**config.mk**
```make
export PLATFORM = sky130hd
export DESIGN_NAME = dmem_access_ctrl_flat
export DESIGN_NICKNAME = d
export VERILOG_FILES = /design/src/rtl/dmem_access_ctrl_if.sv /design/src/rtl/dmem_access_ctrl.sv /design/src/flat_wrapper.sv
export SDC_FILE = /design/constraint.sdc
export NUM_CORES = 1
export LEC_CHECK = 0
export BUFFER_PORTS_ARGS = -buffer_cell sky130_fd_sc_hd__buf_2
export CAP_MARGIN = 20
export CELL_PAD_IN_SITES_DETAIL_PLACEMENT = 1
export CELL_PAD_IN_SITES_GLOBAL_PLACEMENT = 2
export CORE_MARGIN = 4
export CORE_UTILIZATION = 25
export CTS_BUF_LIST = sky130_fd_sc_hd__clkbuf_8
export CTS_CLUSTER_SIZE = 10
export DETAILED_ROUTE_END_ITERATION = 16
export PLACE_DENSITY_LB_ADDON = 0.1
export SYNTH_ARGS = -nofsm -noshare
export SYNTH_HDL_FRONTEND = slang
export SYNTH_SLANG_ARGS = --single-unit
```
**constraint.sdc**
```tcl
create_clock -name clk -period 5.78 [get_ports clk]
set_input_delay 0 -clock clk [delete_from_list [all_inputs] [get_ports clk]]
set_output_delay 0 -clock clk [all_outputs]
set_load 0.01 [all_outputs]
```
**src/rtl/dmem_access_ctrl_if.sv**
```systemverilog
// Bus bundle for dmem_access_ctrl: two requester ports (MEM stage, loader),
// pipeline/status outputs and the data RAM pins.
//   slave  : the controller side (drives acks, read data, stall/busy, RAM pins)
//   master : the environment side (requesters plus the RAM's DataOut)
interface dmem_access_ctrl_if;
  // Port 0: pipeline MEM stage
  logic        p0_req;
  logic        p0_rw;
  logic [1:0]  p0_size;
  logic [31:0] p0_addr;
  logic [31:0] p0_wdata;
  logic        p0_ack;
  logic        p0_err;
  logic [31:0] p0_rdata;
  // Port 1: program/data loader
  logic        p1_req;
  logic        p1_rw;
  logic [1:0]  p1_size;
  logic [31:0] p1_addr;
  logic [31:0] p1_wdata;
  logic        p1_ack;
  logic        p1_err;
  logic [31:0] p1_rdata;
  // Pipeline and status
  logic        mem_stall;
  logic        busy;
  // RAM side
  logic        ram_enable;
  logic        ram_rw;
  logic [1:0]  ram_size;
  logic [31:0] ram_addr;
  logic [31:0] ram_wdata;
  logic [31:0] ram_rdata;

  modport slave (
    input  p0_req, p0_rw, p0_size, p0_addr, p0_wdata,
    output p0_ack, p0_err, p0_rdata,
    input  p1_req, p1_rw, p1_size, p1_addr, p1_wdata,
    output p1_ack, p1_err, p1_rdata,
    output mem_stall, busy,
    output ram_enable, ram_rw, ram_size, ram_addr, ram_wdata,
    input  ram_rdata
  );

  modport master (
    output p0_req, p0_rw, p0_size, p0_addr, p0_wdata,
    input  p0_ack, p0_err, p0_rdata,
    output p1_req, p1_rw, p1_size, p1_addr, p1_wdata,
    input  p1_ack, p1_err, p1_rdata,
    input  mem_stall, busy,
    input  ram_enable, ram_rw, ram_size, ram_addr, ram_wdata,
    output ram_rdata
  );
endinterface

```
**src/rtl/dmem_access_ctrl.sv**
```systemverilog
// dmem_access_ctrl: sequencer and round-robin two-port arbiter for data_ram256x8.
// Converts each req/ack transaction into the RAM's level-sensitive
// Enable/ReadWrite sequence (SETUP with enable low, STROBE with enable high,
// DONE with ack) and returns zero-extended read data.
// Ports:
//   clk   - rising-edge clock
//   reset - synchronous, active-high reset
//   bus   - dmem_access_ctrl_if.slave: p0_*/p1_* request ports, mem_stall, busy,
//           ram_* pins towards the RAM
// Parameters:
//   ADDR_LIMIT - RAM size in bytes; a request is in range if addr + bytes <= ADDR_LIMIT
// Build option:
//   DMEM_CTRL_ALIGN_CHECK_EN - when defined, misaligned halfword/word requests
//   take the error path instead of reaching the RAM.
module dmem_access_ctrl #(
  parameter int unsigned ADDR_LIMIT = 256
) (
  input logic               clk,
  input logic               reset,
  dmem_access_ctrl_if.slave bus
);

  typedef enum logic [1:0] {StIdle, StSetup, StStrobe, StDone} state_e;

  state_e      state_q, state_d;
  logic        last_grant_q, last_grant_d;  // 0 = port 0, 1 = port 1
  logic        grant_q, grant_d;
  logic        rw_q, rw_d;
  logic [1:0]  size_q, size_d;
  logic [31:0] addr_q, addr_d;
  logic [31:0] wdata_q, wdata_d;
  logic [31:0] rdata_q, rdata_d;
  logic        err_q, err_d;

  // Arbitration result and the selected port's request fields
  logic        sel;
  logic        req_rw;
  logic [1:0]  req_size;
  logic [31:0] req_addr;
  logic [31:0] req_wdata;
  logic [2:0]  nbytes;
  logic [32:0] req_end;
  logic        misaligned;
  logic        illegal;

  always_comb begin
    // On a tie the port that did not win last time is served
    if (bus.p0_req && bus.p1_req) begin
      sel = ~last_grant_q;
    end else begin
      sel = bus.p1_req;
    end
    req_rw    = sel ? bus.p1_rw    : bus.p0_rw;
    req_size  = sel ? bus.p1_size  : bus.p0_size;
    req_addr  = sel ? bus.p1_addr  : bus.p0_addr;
    req_wdata = sel ? bus.p1_wdata : bus.p0_wdata;

    case (req_size)
      2'b00:   nbytes = 3'd1;
      2'b01:   nbytes = 3'd2;
      default: nbytes = 3'd4;
    endcase
    // 33-bit sum so addresses near 2^32 cannot wrap into range
    req_end = {1'b0, req_addr} + 33'(nbytes);

`ifdef DMEM_CTRL_ALIGN_CHECK_EN
    misaligned = ((req_size == 2'b01) && req_addr[0]) ||
                 ((req_size == 2'b10) && (req_addr[1:0] != 2'b00));
`else
    misaligned = 1'b0;
`endif

    illegal = (req_size == 2'b11) || (req_end > 33'(ADDR_LIMIT)) || misaligned;
  end

  always_comb begin
    state_d      = state_q;
    last_grant_d = last_grant_q;
    grant_d      = grant_q;
    rw_d         = rw_q;
    size_d       = size_q;
    addr_d       = addr_q;
    wdata_d      = wdata_q;
    rdata_d      = rdata_q;
    err_d        = err_q;

    case (state_q)
      StIdle: begin
        if (bus.p0_req || bus.p1_req) begin
          grant_d      = sel;
          last_grant_d = sel;
          rw_d         = req_rw;
          size_d       = req_size;
          addr_d       = req_addr;
          wdata_d      = req_wdata;
          rdata_d      = '0;
          err_d        = illegal;
          // Illegal requests skip the RAM entirely
          state_d      = illegal ? StDone : StSetup;
        end
      end
      StSetup: state_d = StStrobe;
      StStrobe: begin
        state_d = StDone;
        if (!rw_q) begin
          case (size_q)
            2'b00:   rdata_d = {24'b0, bus.ram_rdata[7:0]};
            2'b01:   rdata_d = {16'b0, bus.ram_rdata[15:0]};
            default: rdata_d = bus.ram_rdata;
          endcase
        end
      end
      StDone:  state_d = StIdle;
      default: state_d = StIdle;
    endcase
  end

  always_ff @(posedge clk) begin
    if (reset) begin
      state_q      <= StIdle;
      last_grant_q <= 1'b1;
      grant_q      <= 1'b0;
      rw_q         <= 1'b0;
      size_q       <= 2'b00;
      addr_q       <= '0;
      wdata_q      <= '0;
      rdata_q      <= '0;
      err_q        <= 1'b0;
    end else begin
      state_q      <= state_d;
      last_grant_q <= last_grant_d;
      grant_q      <= grant_d;
      rw_q         <= rw_d;
      size_q       <= size_d;
      addr_q       <= addr_d;
      wdata_q      <= wdata_d;
      rdata_q      <= rdata_d;
      err_q        <= err_d;
    end
  end

  logic drive_pins;
  logic done0;
  logic done1;

  always_comb begin
    drive_pins    = (state_q == StSetup) || (state_q == StStrobe);
    done0         = (state_q == StDone) && !grant_q;
    done1         = (state_q == StDone) && grant_q;

    bus.ram_enable = (state_q == StStrobe);
    bus.ram_rw     = drive_pins & rw_q;
    bus.ram_size   = drive_pins ? size_q  : 2'b00;
    bus.ram_addr   = drive_pins ? addr_q  : '0;
    bus.ram_wdata  = drive_pins ? wdata_q : '0;

    bus.p0_ack     = done0;
    bus.p0_err     = done0 & err_q;
    bus.p0_rdata   = done0 ? rdata_q : '0;
    bus.p1_ack     = done1;
    bus.p1_err     = done1 & err_q;
    bus.p1_rdata   = done1 ? rdata_q : '0;

    bus.mem_stall  = bus.p0_req & ~done0;
    bus.busy       = (state_q != StIdle);
  end

endmodule

```
**src/flat_wrapper.sv**
```systemverilog
// flat-port wrapper written by rule: the top's interface ports become plain ports
module dmem_access_ctrl_flat 
#(
  parameter int unsigned ADDR_LIMIT = 256
)
  (clk, reset, bus_p0_req, bus_p0_rw, bus_p0_size, bus_p0_addr, bus_p0_wdata, bus_p0_ack, bus_p0_err, bus_p0_rdata, bus_p1_req, bus_p1_rw, bus_p1_size, bus_p1_addr, bus_p1_wdata, bus_p1_ack, bus_p1_err, bus_p1_rdata, bus_mem_stall, bus_busy, bus_ram_enable, bus_ram_rw, bus_ram_size, bus_ram_addr, bus_ram_wdata, bus_ram_rdata);
  dmem_access_ctrl_if bus_i ();
  input logic clk;
  input logic reset;
  input wire logic [$bits(bus_i.p0_req)-1:0] bus_p0_req;
  input wire logic [$bits(bus_i.p0_rw)-1:0] bus_p0_rw;
  input wire logic [$bits(bus_i.p0_size)-1:0] bus_p0_size;
  input wire logic [$bits(bus_i.p0_addr)-1:0] bus_p0_addr;
  input wire logic [$bits(bus_i.p0_wdata)-1:0] bus_p0_wdata;
  output wire logic [$bits(bus_i.p0_ack)-1:0] bus_p0_ack;
  output wire logic [$bits(bus_i.p0_err)-1:0] bus_p0_err;
  output wire logic [$bits(bus_i.p0_rdata)-1:0] bus_p0_rdata;
  input wire logic [$bits(bus_i.p1_req)-1:0] bus_p1_req;
  input wire logic [$bits(bus_i.p1_rw)-1:0] bus_p1_rw;
  input wire logic [$bits(bus_i.p1_size)-1:0] bus_p1_size;
  input wire logic [$bits(bus_i.p1_addr)-1:0] bus_p1_addr;
  input wire logic [$bits(bus_i.p1_wdata)-1:0] bus_p1_wdata;
  output wire logic [$bits(bus_i.p1_ack)-1:0] bus_p1_ack;
  output wire logic [$bits(bus_i.p1_err)-1:0] bus_p1_err;
  output wire logic [$bits(bus_i.p1_rdata)-1:0] bus_p1_rdata;
  output wire logic [$bits(bus_i.mem_stall)-1:0] bus_mem_stall;
  output wire logic [$bits(bus_i.busy)-1:0] bus_busy;
  output wire logic [$bits(bus_i.ram_enable)-1:0] bus_ram_enable;
  output wire logic [$bits(bus_i.ram_rw)-1:0] bus_ram_rw;
  output wire logic [$bits(bus_i.ram_size)-1:0] bus_ram_size;
  output wire logic [$bits(bus_i.ram_addr)-1:0] bus_ram_addr;
  output wire logic [$bits(bus_i.ram_wdata)-1:0] bus_ram_wdata;
  input wire logic [$bits(bus_i.ram_rdata)-1:0] bus_ram_rdata;
  assign bus_i.p0_req = bus_p0_req;
  assign bus_i.p0_rw = bus_p0_rw;
  assign bus_i.p0_size = bus_p0_size;
  assign bus_i.p0_addr = bus_p0_addr;
  assign bus_i.p0_wdata = bus_p0_wdata;
  assign bus_p0_ack = bus_i.p0_ack;
  assign bus_p0_err = bus_i.p0_err;
  assign bus_p0_rdata = bus_i.p0_rdata;
  assign bus_i.p1_req = bus_p1_req;
  assign bus_i.p1_rw = bus_p1_rw;
  assign bus_i.p1_size = bus_p1_size;
  assign bus_i.p1_addr = bus_p1_addr;
  assign bus_i.p1_wdata = bus_p1_wdata;
  assign bus_p1_ack = bus_i.p1_ack;
  assign bus_p1_err = bus_i.p1_err;
  assign bus_p1_rdata = bus_i.p1_rdata;
  assign bus_mem_stall = bus_i.mem_stall;
  assign bus_busy = bus_i.busy;
  assign bus_ram_enable = bus_i.ram_enable;
  assign bus_ram_rw = bus_i.ram_rw;
  assign bus_ram_size = bus_i.ram_size;
  assign bus_ram_addr = bus_i.ram_addr;
  assign bus_ram_wdata = bus_i.ram_wdata;
  assign bus_i.ram_rdata = bus_ram_rdata;
  dmem_access_ctrl #(.ADDR_LIMIT(ADDR_LIMIT)) u_core (.clk(clk), .reset(reset), .bus(bus_i));
endmodule
```
==> flow_summary.toml <==
[detailed_routing]
avgRoutedWirePerCell_microns = 18.5
via_per_inst = 4.96
drt_iter0_markers = 357
drtPass1Iterations = 4
ant_nets = 0
dr_total_vias = 8145
post-route-drc-count = 0
wirelength_microns = 30400

[clock_network]
clk_pin_slew_ns = 0.11
cts_buffer_depth = 2
htree_levels = 3
cts_made_buffers = 9
postCtsSetupBuffers = 0
root_buffer = "clkbuf_8"
cts_tree = "done"
cts.sinks = 104
clkLatencyLatePin_ns = 0.39

[synthesis]
yosysWarningCount = 0
synth_ff_type = "dfxtp_1"
syn_avg_cell_area_sq_um = 7.26
yosysSeqAreaShare_pct = 30.9
syn_nets = 1104
ys_types = 66
synth-edff-count = 0
async_reset_ff_share_pct = 0
synth-seq-cells = 104
postSynthCellCount = 927
syn_area_sq_mm = 0.00673

[grt]
grt_start_max_net_pins = 93
grt_use_total_pct = 19.5
grt_pass1_vias = 8305
grt_first_pass_wirelength_microns = 46200
gr-total-overflow = 0
grt_antenna_before_repair = 5

[worst_setup_path]
crit_slowest_cell = "buf_4"
critical-path-max-stage-delay_ns = 0.66
critPathLaunchType = "flip-flop"
worstSetupEndpointType = "flip-flop"
crit_chain = "a21bo_4 > buf_4 > nand2_1 > nand2_1 > ha_1 > a21oi_1 > nor4_2 > a21o_1 > a211o_1 > a2111o_1 > or4_1 > nor4_2 > nor3_1"
required_ns = 6.01
critPathBufInv = 1
crit_family = "compound AO/OA/AOI/OAI gates"
cp_data_arrival_time_ns = 4.65
criticalPathCategory = "flip-flop to flip-flop"
cp_max_fo = 59

[timing]
drv_slew = 0
worst_slack_ns = 1.37
max_freq_mhz = 227
maxSlewHeadroom_pct = 32.4
post-route-min-period_ns = 4.41
finalCritPeriodShare_pct = 76.4
clock-skew-final_ns = 0.0216
rsz0062_at_grt = "false"
whs_ns = 0.0294
setup_viol = 0
hold_violations = 0
fin_tns_setup_ns = 0
tightest_slew_ns = 1.01

[placement]
dp_hpwl_microns = 22000
placement.cell_area_sq_mm = 0.00848
io_buffers = 307
dpl_worst_slack_ns = 1.33
dp_cells = 1502
gp_congestion = 0.835

[flow_run]
max-cap-violations = 0

[power]
p_leak_nw = 4.64
peakVddDrop_v = 0.000179
p_total_mw = 3.00
power_density_mw_per_mm2 = 302

[status]
status = "completed"

[die]
die-area_sq_mm = 0.0296
die_x_microns = 172
initial_core_util_pct = 25.6
rows = 59
ioPinCount = 308
core_area_sq_mm = 0.0263
dieHeight_microns = 172

[final_layout]
nNetsFinal = 1478
final_area_sq_mm = 0.00996
instances_no_fill = 1642
fin_util_pct = 37.9
layout-drive-gt1-share_pct = 27.0
area_growth_syn_to_layout_pct = 47.9

[min_path]
hold_path_class = "input pin to flip-flop"
area by class of cell:
class | instances | area, sq um
Antenna cell | 1 | 2.50
Clock buffer | 10 | 138
Clock inverter | 6 | 86.3
Fill cell | 3381 | 16300
Inverter | 7 | 26.3
Multi-Input combinational cell | 741 | 4340
Sequential cell | 104 | 2080
Tap cell | 335 | 419
Timing Repair Buffer | 438 | 2870
timing repair:
action                                 in CTS  in global routing
gates resized for setup                     0                  0
endpoints found under the hold margin      77                  0
hold buffers                              122                  0
cell usage after synthesis (5+ instances only):
| cell type | n | share of area [%] |
|---|---|---|
| nor2_1 | 98 | 5.5 |
| inv_1 | 7 | 0.39 |
| nor4_1 | 8 | 0.74 |
| nand4_1 | 14 | 1.3 |
| buf_1 | 5 | 0.28 |
| and2_1 | 106 | 9.8 |
| a21oi_1 | 47 | 3.5 |
| dfxtp_1 | 104 | 31 |
| nand2_1 | 162 | 9.0 |
| ha_1 | 6 | 1.1 |
| mux2i_1 | 22 | 3.3 |
| and3_1 | 41 | 3.8 |
| o211ai_1 | 9 | 1.0 |
| a311oi_1 | 45 | 5.9 |
| o21ai_0 | 8 | 0.59 |
| a211oi_1 | 15 | 1.7 |
| mux2_2 | 5 | 0.84 |
| clkbuf_1 | 63 | 3.5 |
| nor3_1 | 26 | 1.9 |
| nand3_1 | 52 | 3.9 |
worst register-to-register path, cell delays in order (launching register included):
cell and delay (ns):
dfxtp_1 0.45, a21bo_4 0.36, buf_4 0.66, nand2_1 0.12
nand2_1 0.12, ha_1 0.29, a21oi_1 0.40, nor4_2 0.13
a21o_1 0.21, a211o_1 0.26, a2111o_1 0.35, or4_1 0.49
nor4_2 0.35, nor3_1 0.09
logic make-up after synthesis:
| group | after synthesis | share of synthesized area [%] |
|---|---|---|
| compound gates | 162 | 17.2 |
| xor+xnor | 6 | 0.780 |
| buf+inv | 82 | 5.05 |
| flops | 104 | 30.9 |
| fa+ha+maj | 7 | 1.41 |
| mux | 30 | 4.83 |
| simple gates | 536 | 39.8 |
power breakdown:
group	switching, mW	internal [mW]
sequential	0.0876	0.884
clock	0.311	0.225
combinational	0.899	0.596
flip-flops by register name (all words and copies together), names as in the netlist:
register	flops
u_core.addr_q	32
u_core.rdata_q	32
u_core.wdata_q	32
u_core.size_q	2
u_core.state_q	2
u_core.err_q	1
u_core.grant_q	1
u_core.last_grant_q	1
u_core.rw_q	1
final timing paths:
path / cells past startpoint / endpoint / slack, ns / from
worst max-delay path: 13 / u_core.state_q[1] / 1.37 / u_core.last_grant_q
worst min-delay path: 5 / u_core.addr_q[0] / 0.03 / bus_p1_addr[0]
worst min register to register: 2 / u_core.addr_q[15] / 0.46 / u_core.addr_q[15]
worst max register to register: 13 / u_core.state_q[1] / 1.37 / u_core.last_grant_q
routing by layer:
| layer | wire, microns | GRT usage, % |
|---|---|---|
| met5 | 41 | 0 |
| met4 | 231 | 3.42 |
| met3 | 1520 | 3.43 |
| met2 | 15300 | 35.1 |
| met1 | 13300 | 24.8 |
placed cells by master, fill, tap and decap left out, types with 4 or more instances in the layout:
cell,n
a211oi_1,15
a21oi_1,47
a311oi_1,45
and2_1,106
and3_1,41
buf_2,306
buf_4,7
clkbuf_8,10
dfxtp_1,104
dlygate4sd3_1,122
ha_1,5
inv_1,7
mux2_2,5
mux2i_1,22
nand2_1,162
nand2b_1,4
nand3_1,52
nand4_1,14
nor2_1,97
nor3_1,26
nor4_1,8
o211ai_1,9
o21ai_0,8
or4_1,4
xor2_1,4
(Power assumes the default switching activity.)
